===== src/rtl/io_arb_pkg.sv =====
// Shared types and constants for the two-master IO hub arbiter.
// Lock support is compiled in only when IOARB_LOCK_EN is defined.
package io_arb_pkg;

    typedef enum logic [1:0] {
        IDLE = 2'd0,
        ACC  = 2'd1,
        DONE = 2'd2
    } arb_state_e;

    localparam logic M_CPU = 1'b0;
    localparam logic M_AUX = 1'b1;

    localparam logic [31:0] IO_BASE = 32'h0000_7800;

endpackage


===== src/rtl/io_arb_rr2.sv =====
// Two-way round-robin pick; with IOARB_LOCK_EN the last owner may
// keep the bus while it holds req and lock.
module io_arb_rr2
    import io_arb_pkg::*;
(
    input  logic [1:0] req,
    input  logic       last_gnt,
`ifdef IOARB_LOCK_EN
    input  logic [1:0] lock,
`endif
    output logic       sel,
    output logic       any_req
);

    logic hold;

`ifdef IOARB_LOCK_EN
    assign hold = req[last_gnt] & lock[last_gnt];
`else
    assign hold = 1'b0;
`endif

    assign any_req = |req;

    always_comb begin
        sel = M_CPU;
        if (hold) begin
            sel = last_gnt;
        end else if (&req) begin
            sel = ~last_gnt;
        end else if (req[1]) begin
            sel = M_AUX;
        end
    end

endmodule


===== src/rtl/io_bus_arbiter.sv =====
// Two-master arbiter and sequencer for the IO hub port.
// Optional ownership lock is enabled by defining IOARB_LOCK_EN.
module io_bus_arbiter
    import io_arb_pkg::*;
#(
    parameter int ACCESS_CYCLES = 1,
    parameter int CNT_W         = 4
) (
    input  logic        clk,
    input  logic        rst_n,
    input  logic        m0_req,
    input  logic        m1_req,
    input  logic        m0_we,
    input  logic        m1_we,
    input  logic [31:0] m0_addr,
    input  logic [31:0] m1_addr,
    input  logic [31:0] m0_wdata,
    input  logic [31:0] m1_wdata,
    input  logic        m0_lock,
    input  logic        m1_lock,
    output logic        m0_ack,
    output logic        m1_ack,
    output logic [31:0] m0_rdata,
    output logic [31:0] m1_rdata,
    output logic [31:0] bus_addr,
    output logic [31:0] bus_wdata,
    output logic        bus_we,
    input  logic [31:0] bus_rdata,
    output logic        busy,
    output logic        gnt
);

    arb_state_e       state;
    arb_state_e       nxt;
    logic [CNT_W-1:0] cnt;
    logic             lat_we;
    logic [31:0]      lat_addr;
    logic [31:0]      lat_wdata;
    logic [31:0]      rdata_q;
    logic             own;
    logic             last_gnt;
    logic             sel;
    logic             any_req;
    logic             cnt_last;

    io_arb_rr2 u_rr2 (
        .req      ({m1_req, m0_req}),
        .last_gnt (last_gnt),
`ifdef IOARB_LOCK_EN
        .lock     ({m1_lock, m0_lock}),
`endif
        .sel      (sel),
        .any_req  (any_req)
    );

`ifndef IOARB_LOCK_EN
    logic unused_lock;
    assign unused_lock = m0_lock ^ m1_lock;
`endif

    assign cnt_last = (cnt == CNT_W'(ACCESS_CYCLES - 1));

    always_comb begin
        nxt = state;
        unique case (state)
            IDLE:    if (any_req) nxt = ACC;
            ACC:     if (cnt_last) nxt = DONE;
            DONE:    nxt = IDLE;
            default: nxt = IDLE;
        endcase
    end

    always_ff @(posedge clk or negedge rst_n) begin
        if (!rst_n) begin
            state     <= IDLE;
            cnt       <= '0;
            lat_we    <= 1'b0;
            lat_addr  <= '0;
            lat_wdata <= '0;
            rdata_q   <= '0;
            own       <= M_CPU;
            last_gnt  <= M_AUX;
        end else begin
            state <= nxt;
            unique case (state)
                IDLE: begin
                    if (any_req) begin
                        own       <= sel;
                        lat_we    <= sel ? m1_we : m0_we;
                        lat_addr  <= sel ? m1_addr : m0_addr;
                        lat_wdata <= sel ? m1_wdata : m0_wdata;
                        cnt       <= '0;
                    end
                end
                ACC: begin
                    cnt <= cnt + 1'b1;
                    if (cnt_last) rdata_q <= bus_rdata;
                end
                DONE:    last_gnt <= own;
                default: ;
            endcase
        end
    end

    // Write enable only on the first hold cycle so FIFO devices see one push.
    assign bus_we    = (state == ACC) && lat_we && (cnt == '0);
    assign bus_addr  = lat_addr;
    assign bus_wdata = lat_wdata;
    assign busy      = (state != IDLE);
    assign gnt       = own;

    assign m0_ack   = (state == DONE) && (own == M_CPU);
    assign m1_ack   = (state == DONE) && (own == M_AUX);
    assign m0_rdata = m0_ack ? rdata_q : '0;
    assign m1_rdata = m1_ack ? rdata_q : '0;

endmodule


===== config.mk =====
export PLATFORM = sky130hd
export DESIGN_NAME = io_bus_arbiter
export DESIGN_NICKNAME = d
export VERILOG_FILES = /design/src/rtl/io_arb_pkg.sv /design/src/rtl/io_arb_rr2.sv /design/src/rtl/io_bus_arbiter.sv
export SDC_FILE = /design/constraint.sdc
export NUM_CORES = 1
export LEC_CHECK = 0
export BUFFER_PORTS_ARGS = -buffer_cell sky130_fd_sc_hd__buf_2
export CORE_MARGIN = 1.5
export CORE_UTILIZATION = 40
export CTS_CLUSTER_DIAMETER = 200
export DETAILED_ROUTE_END_ITERATION = 12
export GPL_TIMING_DRIVEN = 0
export PLACE_DENSITY_LB_ADDON = 0.1
export SYNTH_ARGS = -nofsm -noshare
export SYNTH_HDL_FRONTEND = slang
export SYNTH_SLANG_ARGS = --single-unit

===== constraint.sdc =====
create_clock -name clk -period 2 [get_ports clk]
set_input_delay 0.2 -clock clk [delete_from_list [all_inputs] [get_ports clk]]
set_output_delay 0.2 -clock clk [all_outputs]
set_load 0.05 [all_outputs]

Word level (Yosys, flattened, before mapping)
Cells that the tools add are included.
Widths: inputs -> output; s select.
{"block": "word_totals", "ff_bits": 105, "inputBits": 168, "out_inout_bits": 133}
{"block": "op_classes", "n_addsub": 1, "eq_ne": 4, "mux": 12, "n_bitwise": 2, "n_reduce_logical": 14}
{"operator": "$mux 32", "n": 4}
{"operator": "$reduce_and 2->1", "n": 5}
{"operator": "$pmux 4 s2", "n": 1}
{"operator": "$add 4x1->4 const B", "n": 1}
{"operator": "$logic_and 1x1->1", "n": 4}
{"operator": "$logic_not 4->1", "n": 1}
{"operator": "$mux 2", "n": 2}
{"operator": "$mux 4", "n": 1}
{"operator": "$ne 2x2->1 const B", "n": 2}
{"operator": "$pmux 2 s2", "n": 1}
{"operator": "$reduce_bool 2->1", "n": 2}
{"operator": "$mux 1", "n": 3}
{"operator": "$eq 2x1->1 const B", "n": 1}
{"operator": "$eq 2x2->1 const B", "n": 1}
{"operator": "$logic_not 2->1", "n": 1}
{"operator": "$not 1->1", "n": 2}
{"operator": "$reduce_or 2->1", "n": 1}

Longest topological paths before layout
Gate-level depths: netlist of run 1.
{"block": "depth", "ltp_word": 3, "ltp_mapped": 6, "depth_no_buf": 5}

Modules after synthesis
A second synthesis of run 1 with hierarchy kept.
{"block": "unflattened", "cells_unflattened": 462, "hier_area_um2": 4986.0}
{"mod": "io_bus_arbiter", "n_inst": 1, "cells_per_inst": 460, "area_each_um2": 4972.3, "seq_area_each_um2": 2628.8}
{"mod": "io_arb_rr2", "n_inst": 1, "cells_per_inst": 2, "area_each_um2": 13.8, "seq_area_each_um2": 0.0}

Worst setup path after synthesis of run 1
No wires, ideal clock.
{"block": "synth_path", "kind": "register -> output", "from": "reg own, in the netlist gnt", "to": "out m1_rdata[23]", "arrival_time_ns": 2.080, "required_ns": 1.800, "setup_slack_ns": -0.280, "path_stages_with_launch": 5, "cell_sequence": "dfrtp_1 -> inv_1 -> nor2_1 -> clkbuf_1 -> and2_1"}
{"block": "synth_via", "elab_chain_cells": 2}
{"item": "start: declaration", "line_no": "io_bus_arbiter.sv:40", "rtl": "logic own;"}
{"item": "start signal: assignment", "line_no": "io_bus_arbiter.sv:88", "rtl": "own <= sel;"}
{"item": "$logic_and 1x1->1", "line_no": "io_bus_arbiter.sv:113", "rtl": "assign m1_ack = (state == DONE) && (own == M_AUX);"}
{"item": "named net m1_ack", "line_no": "io_bus_arbiter.sv:22", "rtl": "output logic m1_ack,"}
{"item": "$mux 32", "line_no": "io_bus_arbiter.sv:115", "rtl": "assign m1_rdata = m1_ack ? rdata_q : '0;"}
{"item": "end: declaration", "line_no": "io_bus_arbiter.sv:24", "rtl": "output logic [31:0] m1_rdata,"}
The timed path passes the listed nets, and every way through them passes these cells.

Worst setup path after layout of run 1
{"block": "layout_path", "from": "reg state[0]", "to": "out m1_rdata[13]"}
{"block": "layout_via", "elab_chain_cells": 3}
{"item": "start: declaration", "line_no": "io_bus_arbiter.sv:33", "rtl": "arb_state_e state;"}
{"item": "start signal: assignment", "line_no": "io_bus_arbiter.sv:84", "rtl": "state <= nxt;"}
{"item": "$eq 2x2->1", "line_no": "io_bus_arbiter.sv:113"}
{"item": "$logic_and 1x1->1", "line_no": "io_bus_arbiter.sv:113"}
{"item": "$mux 32", "line_no": "io_bus_arbiter.sv:115"}
No other way between the ends.

==> flow_metrics.tcl, run 1 <==
set metrics [dict create \
    viasPerCell 4.688 \
    p_leak_nw 4.071 \
    htreeDepth 3 \
    synth_top_family_by_area "multiplexers" \
    cts_tree "done" \
    cp-start-kind "flop" \
    max_freq_ghz 0.5113 \
    grt_max_degree 61 \
    antenna_found_initial 1 \
    cp_cell_sequence "nand2b_2 -> nor2_4 -> buf_2 -> and2_1 -> clkbuf_4" \
    max_stage_delay_ns 0.40 \
    grt_pass1_wl_mm 21.49 \
    clkLatencyLatePin_ns 0.34 \
    cp_num_buf_inv 2 \
    drv_slew 0 \
    die-width_um 120.0 \
    layout_worst_path_cycle_share 0.9778 \
    p_per_area_nw_per_um2 1720 \
    drc 0 \
    core_um2 13300 \
    boundaryPins 301 \
    synth-seq-cells 105 \
    routed_wl_mm 13.81 \
    ys_seq_area_frac 0.4803 \
    synth-compound-area-share 0.007316 \
    fin_nets 876 \
    drt_iter0_markers 118 \
    wl_per_cell_um 15.60 \
    row_count 42 \
    drive_above_1_share 0.7345 \
    cts_root_buf "clkbuf_16" \
    clk_pin_slew_ns 0.07 \
    grt_pass1_vias 4367 \
    p_comb_frac 0.569 \
    seqPwrFrac 0.286 \
    grt_overflow_total 0 \
    portBuffers 298 \
    layout.cells.non_filler 885 \
    drtPass1Iterations 6 \
    syn_area_per_cell_um2 14.07 \
    cts_buffer_depth 2 \
    dpl.hpwl_mm 10.64 \
    cts_sinks 105 \
    tns_ns 0 \
    fin_total_pwr_mw 13.41 \
    critPathMaxFanout 10 \
    slowest_stage "dfrtp_1" \
    syn_to_final_growth_pct 42.52 \
    path_class "reg -> out" \
    clkPwrFrac 0.145 \
    cts_buffers 9 \
    vias 4149 \
    synthSimpleGateAreaFrac 0.09145 \
    synth-adder-area-share 0.004572 \
    synthXorXnorAreaFrac 0.003201 \
    rsz0062_at_grt "true" \
    synthMuxAreaShare 0.3813 \
    synthesis.nets 559 \
    ys_warn_count 0 \
    sw_frac_of_total 0.4564 \
    start_util 0.4116 \
    crit_family "simple AND/OR/NAND/NOR gates" \
    synthCells 389 \
    outcome "finished, final reports clean" \
    finClkSkew_ns 0.009514 \
    switching_power_mw 6.122 \
    gp_congestion 0.7698 \
    ir_drop_mv 0.9434 \
    crit_path_end_kind "primary output" \
    antenna_left 0 \
    syn-cell-area_um2 5473 \
    dieArea_um2 14390 \
    ys_types 28 \
    die_y_um 120.0 \
    hold_viol_final 0 \
    drv_cap 0 \
    grt_usage 0.1914 \
    setup_viol 0 \
    arrival_ns 1.76 \
    dpl.cell_count 864 \
    relSlewSlack 0.5878 \
    tightest_slew_ns 0.6183 \
    critical_path_required_ns 1.80 \
    hp-class "in -> reg" \
    period_minus_slack_ns 1.956 \
    intPower_mw 7.292 \
]
-- worst paths after layout --
path | from | endpoint | slack [ns] | depth (start not counted)
max in group asynchronous | rst_n | bus_addr[1] | 0.87 | 3
hold reg to reg | bus_wdata[26] | bus_wdata[26] | 0.50 | 1
min in group asynchronous | rst_n | rdata_q[14] | 0.42 | 2
setup reg to reg | cnt[0] | rdata_q[14] | 0.17 | 7
hold / removal | bus_rdata[24] | rdata_q[24] | 0.09 | 2
setup / recovery | state[0] | m1_rdata[13] | 0.04 | 5
-- worst register-to-register path, cell delays in order (launching register included) --
cell     delay, ns
dfrtp_1       0.41
inv_1         0.07
ha_1          0.21
nor3b_4       0.16
nand2_4       0.09
buf_4         0.14
buf_2         0.26
mux2_2        0.38
-- per-stage QoR --
| stage | setup slack [ns] | instance area, µm² | hold WS (ns) | utilization |
|---|---|---|---|---|
| finish | 0.04430 | 7800 | 0.09169 | 0.5867 |
| global route | -0.04834 | 7797 | 0.07202 | 0.5865 |
| CTS | 0.001400 | 7689 | 0.07957 | 0.5783 |
| detailed placement | 0.06446 | 7228 | 0.2511 | 0.5437 |
| global placement | -0.4546 | 7198 | 0.4336 | 0.5414 |
| floorplan | -0.005947 | 5487 | -0.09559 | - |
-- power groups by stage --
stage               clock, mW  sequential [mW]  combinational (mW)
CTS                      2.00             3.84                7.56
detailed placement          0             3.85                7.45
global placement            0             3.82                7.35
global route             2.10             3.99                7.99
finish                   1.95             3.84                7.63
floorplan                   0             6.14                3.40
-- cell families after synthesis --
| kind of cell | Yosys count |
|---|---|
| flip-flops | 105 |
| multiplexers | 163 |
| buffers and inverters | 29 |
| AO/OA/AOI/OAI | 6 |
| AND/OR/NAND/NOR | 82 |
| XOR/XNOR | 2 |
| adder cells (fa/ha/maj) | 2 |
-- flip-flops by register name, indices dropped and copies added (netlist names) --
name	count
bus_addr	32
bus_wdata	32
cnt	4
gnt	1
last_gnt	1
lat_we	1
rdata_q	32
state	2
-- routing by layer --
layer	track usage	vias up	routed length [µm]	share of wire
met1	0.2062	1973	5388	0.39
met3	0.05418	22	969	0.070
met4	0.06101	0	240	0.017
li1	-	1970	-	-
met5	0	-	0	0
met2	0.3586	184	7211	0.52
-- synth_stat cells (all sizes together) --
| cell type | instances | area (µm²) |
|---|---|---|
| a21bo | 1 | 10.01 |
| dfrtp | 104 | 2603 |
| nor2 | 7 | 33.78 |
| clkbuf | 6 | 22.52 |
| nand3b | 1 | 7.510 |
| mux2 | 160 | 2057 |
| mux2i | 3 | 30.03 |
| and2 | 64 | 400.4 |
| o21ai | 3 | 15.01 |
| nand2b | 2 | 12.51 |
| nand4 | 1 | 6.260 |
| a21o | 1 | 7.510 |
| xnor2 | 1 | 8.760 |
| nand2 | 3 | 11.26 |
| inv | 5 | 18.77 |
| nor2b | 1 | 6.260 |
| buf | 18 | 132.6 |
| xor2 | 1 | 8.760 |
| o31ai | 1 | 7.510 |
| ha | 2 | 25.02 |
| dfstp | 1 | 26.28 |
| or2 | 2 | 15.02 |
| nor3b | 1 | 7.510 |
-- final cells by class --
| class | count | area (µm²) |
|---|---|---|
| tap | 176 | 220.2 |
| inverter | 5 | 18.77 |
| clock buffer | 9 | 225.2 |
| antenna | 1 | 2.502 |
| multi-input combinational | 255 | 2718 |
| fill | 1104 | 5495 |
| timing repair buffer | 307 | 1729 |
| clock inverter | 4 | 95.09 |
| buffer | 23 | 162.7 |
| sequential | 105 | 2629 |
-- placed cells by master (no fill, tap or decap), types with 5 or more instances in the layout --
cell type / n
and2_1: 57
and2_2: 7
buf_2: 251
buf_4: 52
buf_6: 6
clkbuf_16: 9
clkbuf_4: 18
dfrtp_1: 104
inv_1: 5
mux2_2: 92
mux2_4: 68
-- repair_timing --
action                                 in CTS  in global routing
hold buffers                                1                  0
endpoints found under the hold margin      44                  0
pin swaps                                   0                  2
setup endpoints to repair                  59                 59
setup buffers                               0                  7
resized for setup                          53                 24
No activity file was read; power rests on OpenSTA's default activity.
==> inputs of run 2 (changes only) <==
Settings changed: CELL_PAD_IN_SITES_DETAIL_PLACEMENT from default to 1, CELL_PAD_IN_SITES_GLOBAL_PLACEMENT from default to 2, CORE_UTILIZATION 40 to 27, GPL_TIMING_DRIVEN 0 to default.
==> flow_metrics.tcl, run 2 (same netlist as run 1, synthesis figures left out) <==
set metrics [dict create \
    outcome "finished, final reports clean" \
    p_comb_frac 0.576 \
    core_um2 19650 \
    min_path_cells 2 \
    ir_drop_mv 0.6933 \
    clk_pin_slew_ns 0.07 \
    drc 0 \
    portBuffers 298 \
    grt_max_degree 43 \
    cp-start-kind "flop" \
    drt_iter0_markers 70 \
    cts_sinks 105 \
    setup_viol 0 \
    period_minus_slack_ns 1.899 \
    vias 4113 \
    htreeDepth 3 \
    post_cts_buffers 0 \
    dieArea_um2 21130 \
    grt_usage 0.1455 \
    cts_root_buf "clkbuf_16" \
    clkPwrFrac 0.129 \
    insertedDiodeCount 0 \
    grt_overflow_total 0 \
    final_cell_mix "buf_2, dfrtp_1, mux2_2, mux2_4, and2_1" \
    start_util 0.2785 \
    antenna_found_initial 1 \
    worstHoldEndpoint "rdata_q[4]" \
    max_freq_ghz 0.5265 \
    tns_ns 0 \
    syn_to_final_growth_pct 41.45 \
    p_per_area_nw_per_um2 1684 \
    antenna_left 0 \
    relSlewSlack 0.6804 \
    drv_slew 0 \
    seqPwrFrac 0.294 \
    max_stage_delay_ns 0.41 \
    critPathMaxFanout 12 \
    switching_power_mw 6.163 \
    intPower_mw 6.871 \
    grt_pass1_vias 4374 \
    tightest_slew_ns 0.4794 \
    drtPass1Iterations 4 \
    layout_worst_path_cycle_share 0.9497 \
    arrival_ns 1.70 \
    viasPerCell 4.293 \
    row_count 51 \
    cp_cell_sequence "nand2b_1 -> nor2_2 -> buf_4 -> and2_2 -> buf_2" \
    r2r-end "rdata_q[0]" \
    hold_viol_final 0 \
    cts_buffers 9 \
    drive_above_1_share 0.7229 \
    path_class "reg -> out" \
    gp_congestion 0.7873 \
    die-width_um 145.4 \
    hp-start "bus_rdata[4]" \
    r2r-start "cnt[0]" \
    p_leak_nw 3.968 \
    cts_buffer_depth 2 \
    fin_nets 858 \
    crit_path_end_kind "primary output" \
    dpl.hpwl_mm 12.06 \
    final_core_util 0.3939 \
    finClkSkew_ns 0.007071 \
    wl_per_cell_um 16.06 \
    critical_path_required_ns 1.80 \
    hp-class "in -> reg" \
    boundaryPins 301 \
    grt_pass1_wl_mm 24.29 \
    cts_tree "done" \
    rrSetupSlack_ns 0.24 \
    sw_frac_of_total 0.4728 \
    routed_wl_mm 15.38 \
    slowest_stage "dfrtp_1" \
    layout_commonest_cell "buf_2" \
    rr_worst_depth 6 \
    clkLatencyLatePin_ns 0.35 \
    drv_cap 0 \
    die_y_um 145.4 \
]
run 2: cell types whose count changed in the layout (fill, tap and decap cells not counted), sizes merged:
| cell | before | now |
|---|---|---|
| bufinv | 3 | 0 |
| clkinv | 1 | 2 |
| clkinvlp | 0 | 2 |
| buf | 310 | 276 |
| clkbuf | 28 | 47 |
| diode | 1 | 0 |
run 2: metrics by stage:
step	instance area, µm²	setup slack, ns	hold WS (ns)	power (mW)	cells
6_report	7741	0.1006	0.08253	13.03	958
5_1_grt	7741	-0.001110	0.07104	13.75	958
4_1_cts	7639	0.001629	0.06040	13.20	958
3_5_place_dp	7351	0.2283	0.1970	11.43	941
3_3_place_gp	7351	0.2428	0.1891	11.28	941
2_1_floorplan	5487	-0.005947	-0.09559	9.538	389
run 2: per-layer routing:
| metal | part of all wire | routed length, µm | vias to the layer above | track usage |
|---|---|---|---|---|
| met4 | 0.019 | 289 | 0 | 0.05459 |
| li1 | - | - | 1932 | - |
| met5 | 0 | 0 | - | 0 |
| met3 | 0.079 | 1212 | 16 | 0.04890 |
| met1 | 0.40 | 6091 | 1992 | 0.1654 |
| met2 | 0.51 | 7791 | 173 | 0.2526 |
run 2: worst max-delay path by stage:
stage                   endpoint     start  cells after the start  slack [ns]
CTS                 m0_rdata[14]  state[0]                      5       0.002
finish              m1_rdata[30]  state[0]                      5        0.10
floorplan           m1_rdata[23]       gnt                      4      -0.006
global placement     rdata_q[14]    cnt[0]                      6        0.24
global route        m0_rdata[22]  state[0]                      5      -0.001
detailed placement   rdata_q[11]    cnt[0]                      6        0.23
run 2: layout make-up:
class                   count  area [µm²]
fillers                  2228       11910
repair buffers            312        1789
clock inverters             4       28.78
inverters                   5       18.77
flip-flops and latches    105        2629
multi-input cells         255        2698
well taps                 265       331.6
clock buffers              12       246.5
run 2: power by group through the flow:
stage / sequential, mW / combinational, mW / clock (mW)
global route: 4.00 / 7.90 / 1.85
floorplan: 6.14 / 3.40 / 0
finish: 3.83 / 7.51 / 1.69
detailed placement: 3.86 / 7.57 / 0
CTS: 3.85 / 7.57 / 1.78
global placement: 3.81 / 7.47 / 0
run 2: critical path: cells and delay by family, from the launching register on:
family	cells	cell delay, ns
buffers and inverters	2	0.44
AND/OR/NAND/NOR	3	0.51
flip-flops	1	0.41
run 2: timing repair:
item | 4_1_cts | 5_1_grt
cloned | 0 | 0
gates resized for setup | 1 | 39
hold buffers | 1 | 0
endpoints found under the setup margin | 1 | 49
endpoints found under the hold margin | 30 | 0
==> inputs of run 3 (changes only) <==
Settings changed: CORE_UTILIZATION 27 to 25, SYNTH_HIERARCHICAL from default to 1.
Clock period 2 ns to 1.75 ns, I/O delays scaled along.
==> flow_metrics.tcl, run 3 <==
set metrics [dict create \
    outcome "finished, final reports clean" \
    layout_commonest_cell "buf_2" \
    yosysMostFrequentCell "dfrtp_1" \
    boundaryPins 301 \
    ys_warn_count 6 \
    synth-seq-cells 105 \
    arrival_ns 1.56 \
    synthSimpleGateAreaFrac 0.1513 \
    drc 0 \
    cts_buffer_depth 2 \
    p_per_area_nw_per_um2 1883 \
    clkLatencyLatePin_ns 0.35 \
    antenna_found_initial 0 \
    pre_cts_ws_ns 0.1070 \
    rsz0062_at_grt "true" \
    synth_top_area_cell "dfrtp_1" \
    period_minus_slack_ns 1.736 \
    critPathMaxFanout 17 \
    cts_sinks 105 \
    stdcell_area_um2 7950 \
    drtPass1Iterations 3 \
    dieArea_um2 20800 \
    switching_power_mw 7.266 \
    finalWorstSetupSlack_ns 0.01431 \
    core_um2 19530 \
    antenna_left 0 \
    dpl.hpwl_mm 11.83 \
    drv_cap 0 \
    ys_seq_area_frac 0.5272 \
    layout.cells.non_filler 1032 \
    path_class "reg -> out" \
    tightest_slew_ns 0.5971 \
    seqPwrFrac 0.288 \
    cp_cell_sequence "nand2b_4 -> nor2_4 -> buf_12 -> and2_2 -> buf_8" \
    synth_top_family_by_area "multiplexers" \
    synth_top_area_share 0.5220 \
    setup_viol 0 \
    sw_frac_of_total 0.4854 \
    syn_area_per_cell_um2 10.79 \
    syn-cell-area_um2 4986 \
    synth_common_cells "dfrtp_1, nand2_1, mux2i_1, o21ai_1, and2_1" \
    crit_path_end_kind "primary output" \
    insertedDiodeCount 0 \
    synthMuxAreaShare 0.2078 \
    fin_nets 932 \
    max_freq_ghz 0.5761 \
    synthCells 462 \
    grt_usage 0.1491 \
    gp_congestion 0.7012 \
    synth-adder-area-share 0.005019 \
    fill_cells 2241 \
    relSlewSlack 0.6020 \
    p_comb_frac 0.568 \
    max_stage_delay_ns 0.39 \
    htreeDepth 3 \
    holdWs_ns 0.05500 \
    tns_ns 0 \
    ys.flop_type "dfrtp_1" \
    grt_max_degree 106 \
    final_cell_mix "buf_2, dfrtp_1, nand2_1, mux2i_1, o21ai_1" \
    synth-compound-area-share 0.07177 \
    drt_iter0_markers 106 \
    portBuffers 298 \
    drive_above_1_share 0.5606 \
    die_y_um 144.2 \
    wl_per_cell_um 15.31 \
    ir_drop_mv 0.5876 \
    grt_pass1_wl_mm 23.76 \
    synthXorXnorAreaFrac 0.001757 \
    cts_root_buf "clkbuf_16" \
    viasPerCell 4.240 \
    die-width_um 144.2 \
    vias 4376 \
    grt_pass1_vias 4504 \
    row_count 51 \
    placed_cell_area_um2 6889 \
    synthTopCellsByArea "dfrtp_1, mux2i_1, and2_1" \
    slowest_stage "dfrtp_1" \
    layout_worst_path_cycle_share 0.9918 \
    synth_edf_count 0 \
    hp-class "in -> reg" \
    cts_buffers 9 \
    cp-start-kind "flop" \
    ys_types 30 \
    start_util 0.2554 \
    hold_viol_final 0 \
    p_leak_nw 4.051 \
    drv_slew 0 \
    syn_to_final_growth_pct 59.45 \
    cts_tree "done" \
    clk_pin_slew_ns 0.07 \
    clkPwrFrac 0.144 \
    intPower_mw 7.702 \
    async_flop_share 1.000 \
    grt_overflow_total 0 \
    finClkSkew_ns 0.01071 \
    critical_path_required_ns 1.57 \
    synthesis.nets 632 \
    dpl.cell_count 1004 \
    routed_wl_mm 15.80 \
]
run 3: cell count changes in the layout (fill, tap and decap cells not counted), moves of 33 or more:
cell      delta
mux2_2      -60
and2_1      -38
buf_6       +33
mux2i_1     +63
o21ai_1     +65
clkbuf_4    -35
mux2_4      -67
nand2_1     +66
run 3: critical path: cells and delay by family, from the launching register on:
family,cells,cell delay [ns]
flops,1,0.39
simple gates,3,0.50
buf+inv,2,0.31
run 3: path summary, 6_finish.rpt:
check,start,end,slack (ns),cells past startpoint
hold / removal,bus_rdata[21],rdata_q[21],0.05,2
min in group asynchronous,rst_n,bus_addr[13],0.44,3
setup reg to reg,state[0],rdata_q[2],0.08,6
setup / recovery,state[0],m1_rdata[27],0.01,5
max in group asynchronous,rst_n,bus_wdata[1],0.85,3
hold reg to reg,bus_addr[23],bus_addr[23],0.48,2
run 3: repair_timing:
| item | 4_1_cts | 5_1_grt |
|---|---|---|
| gates resized for setup | 155 | 53 |
| endpoints found under the hold margin | 104 | 0 |
| pin swaps | 4 | 7 |
| endpoints found under the setup margin | 67 | 99 |
| buffers inserted | 8 | 4 |
| gates cloned | 1 | 0 |
| hold buffers | 1 | 0 |
run 3: per-layer routing:
layer,routed length [µm],vias to the layer above,share of wire,track usage
met1,6254,2024,0.40,0.1699
met2,7939,188,0.50,0.2637
met4,306,0,0.019,0.05476
met3,1294,19,0.082,0.04404
met5,0,-,0,0
li1,-,2145,-,-
run 3: logic make-up after synthesis:
logic type / after synthesis
buffers and inverters: 37
AO/OA/AOI/OAI: 70
flip-flops: 105
XOR/XNOR: 1
AND/OR/NAND/NOR: 148
adder cells (fa/ha/maj): 2
multiplexers: 99
run 3: per-stage QoR:
stage / total power, mW / utilization
CTS: 15.01 / 0.3991
detailed placement: 12.27 / 0.3528
floorplan: 10.05 / -
finish: 14.97 / 0.4072
global route: 15.96 / 0.4072
global placement: 12.08 / 0.3528
run 3: layout make-up:
class	instances	area, µm²	share of cell area
sequential	105	2631	0.3310
multi-input combinational	320	2335	0.2937
timing repair buffer	321	2318	0.2916
tap	265	331.6	0.04171
clock buffer	11	252.7	0.03179
clock inverter	5	62.56	0.007869
inverter	5	18.77	0.002361
run 3: power groups by stage:
stage	Combinational (mW)	Clock [mW]	Sequential [mW]
6_report	8.50	2.15	4.32
5_1_grt	9.11	2.34	4.52
4_1_cts	8.45	2.24	4.32
3_5_place_dp	7.91	0	4.35
3_3_place_gp	7.81	0	4.27
2_1_floorplan	3.29	0	6.76
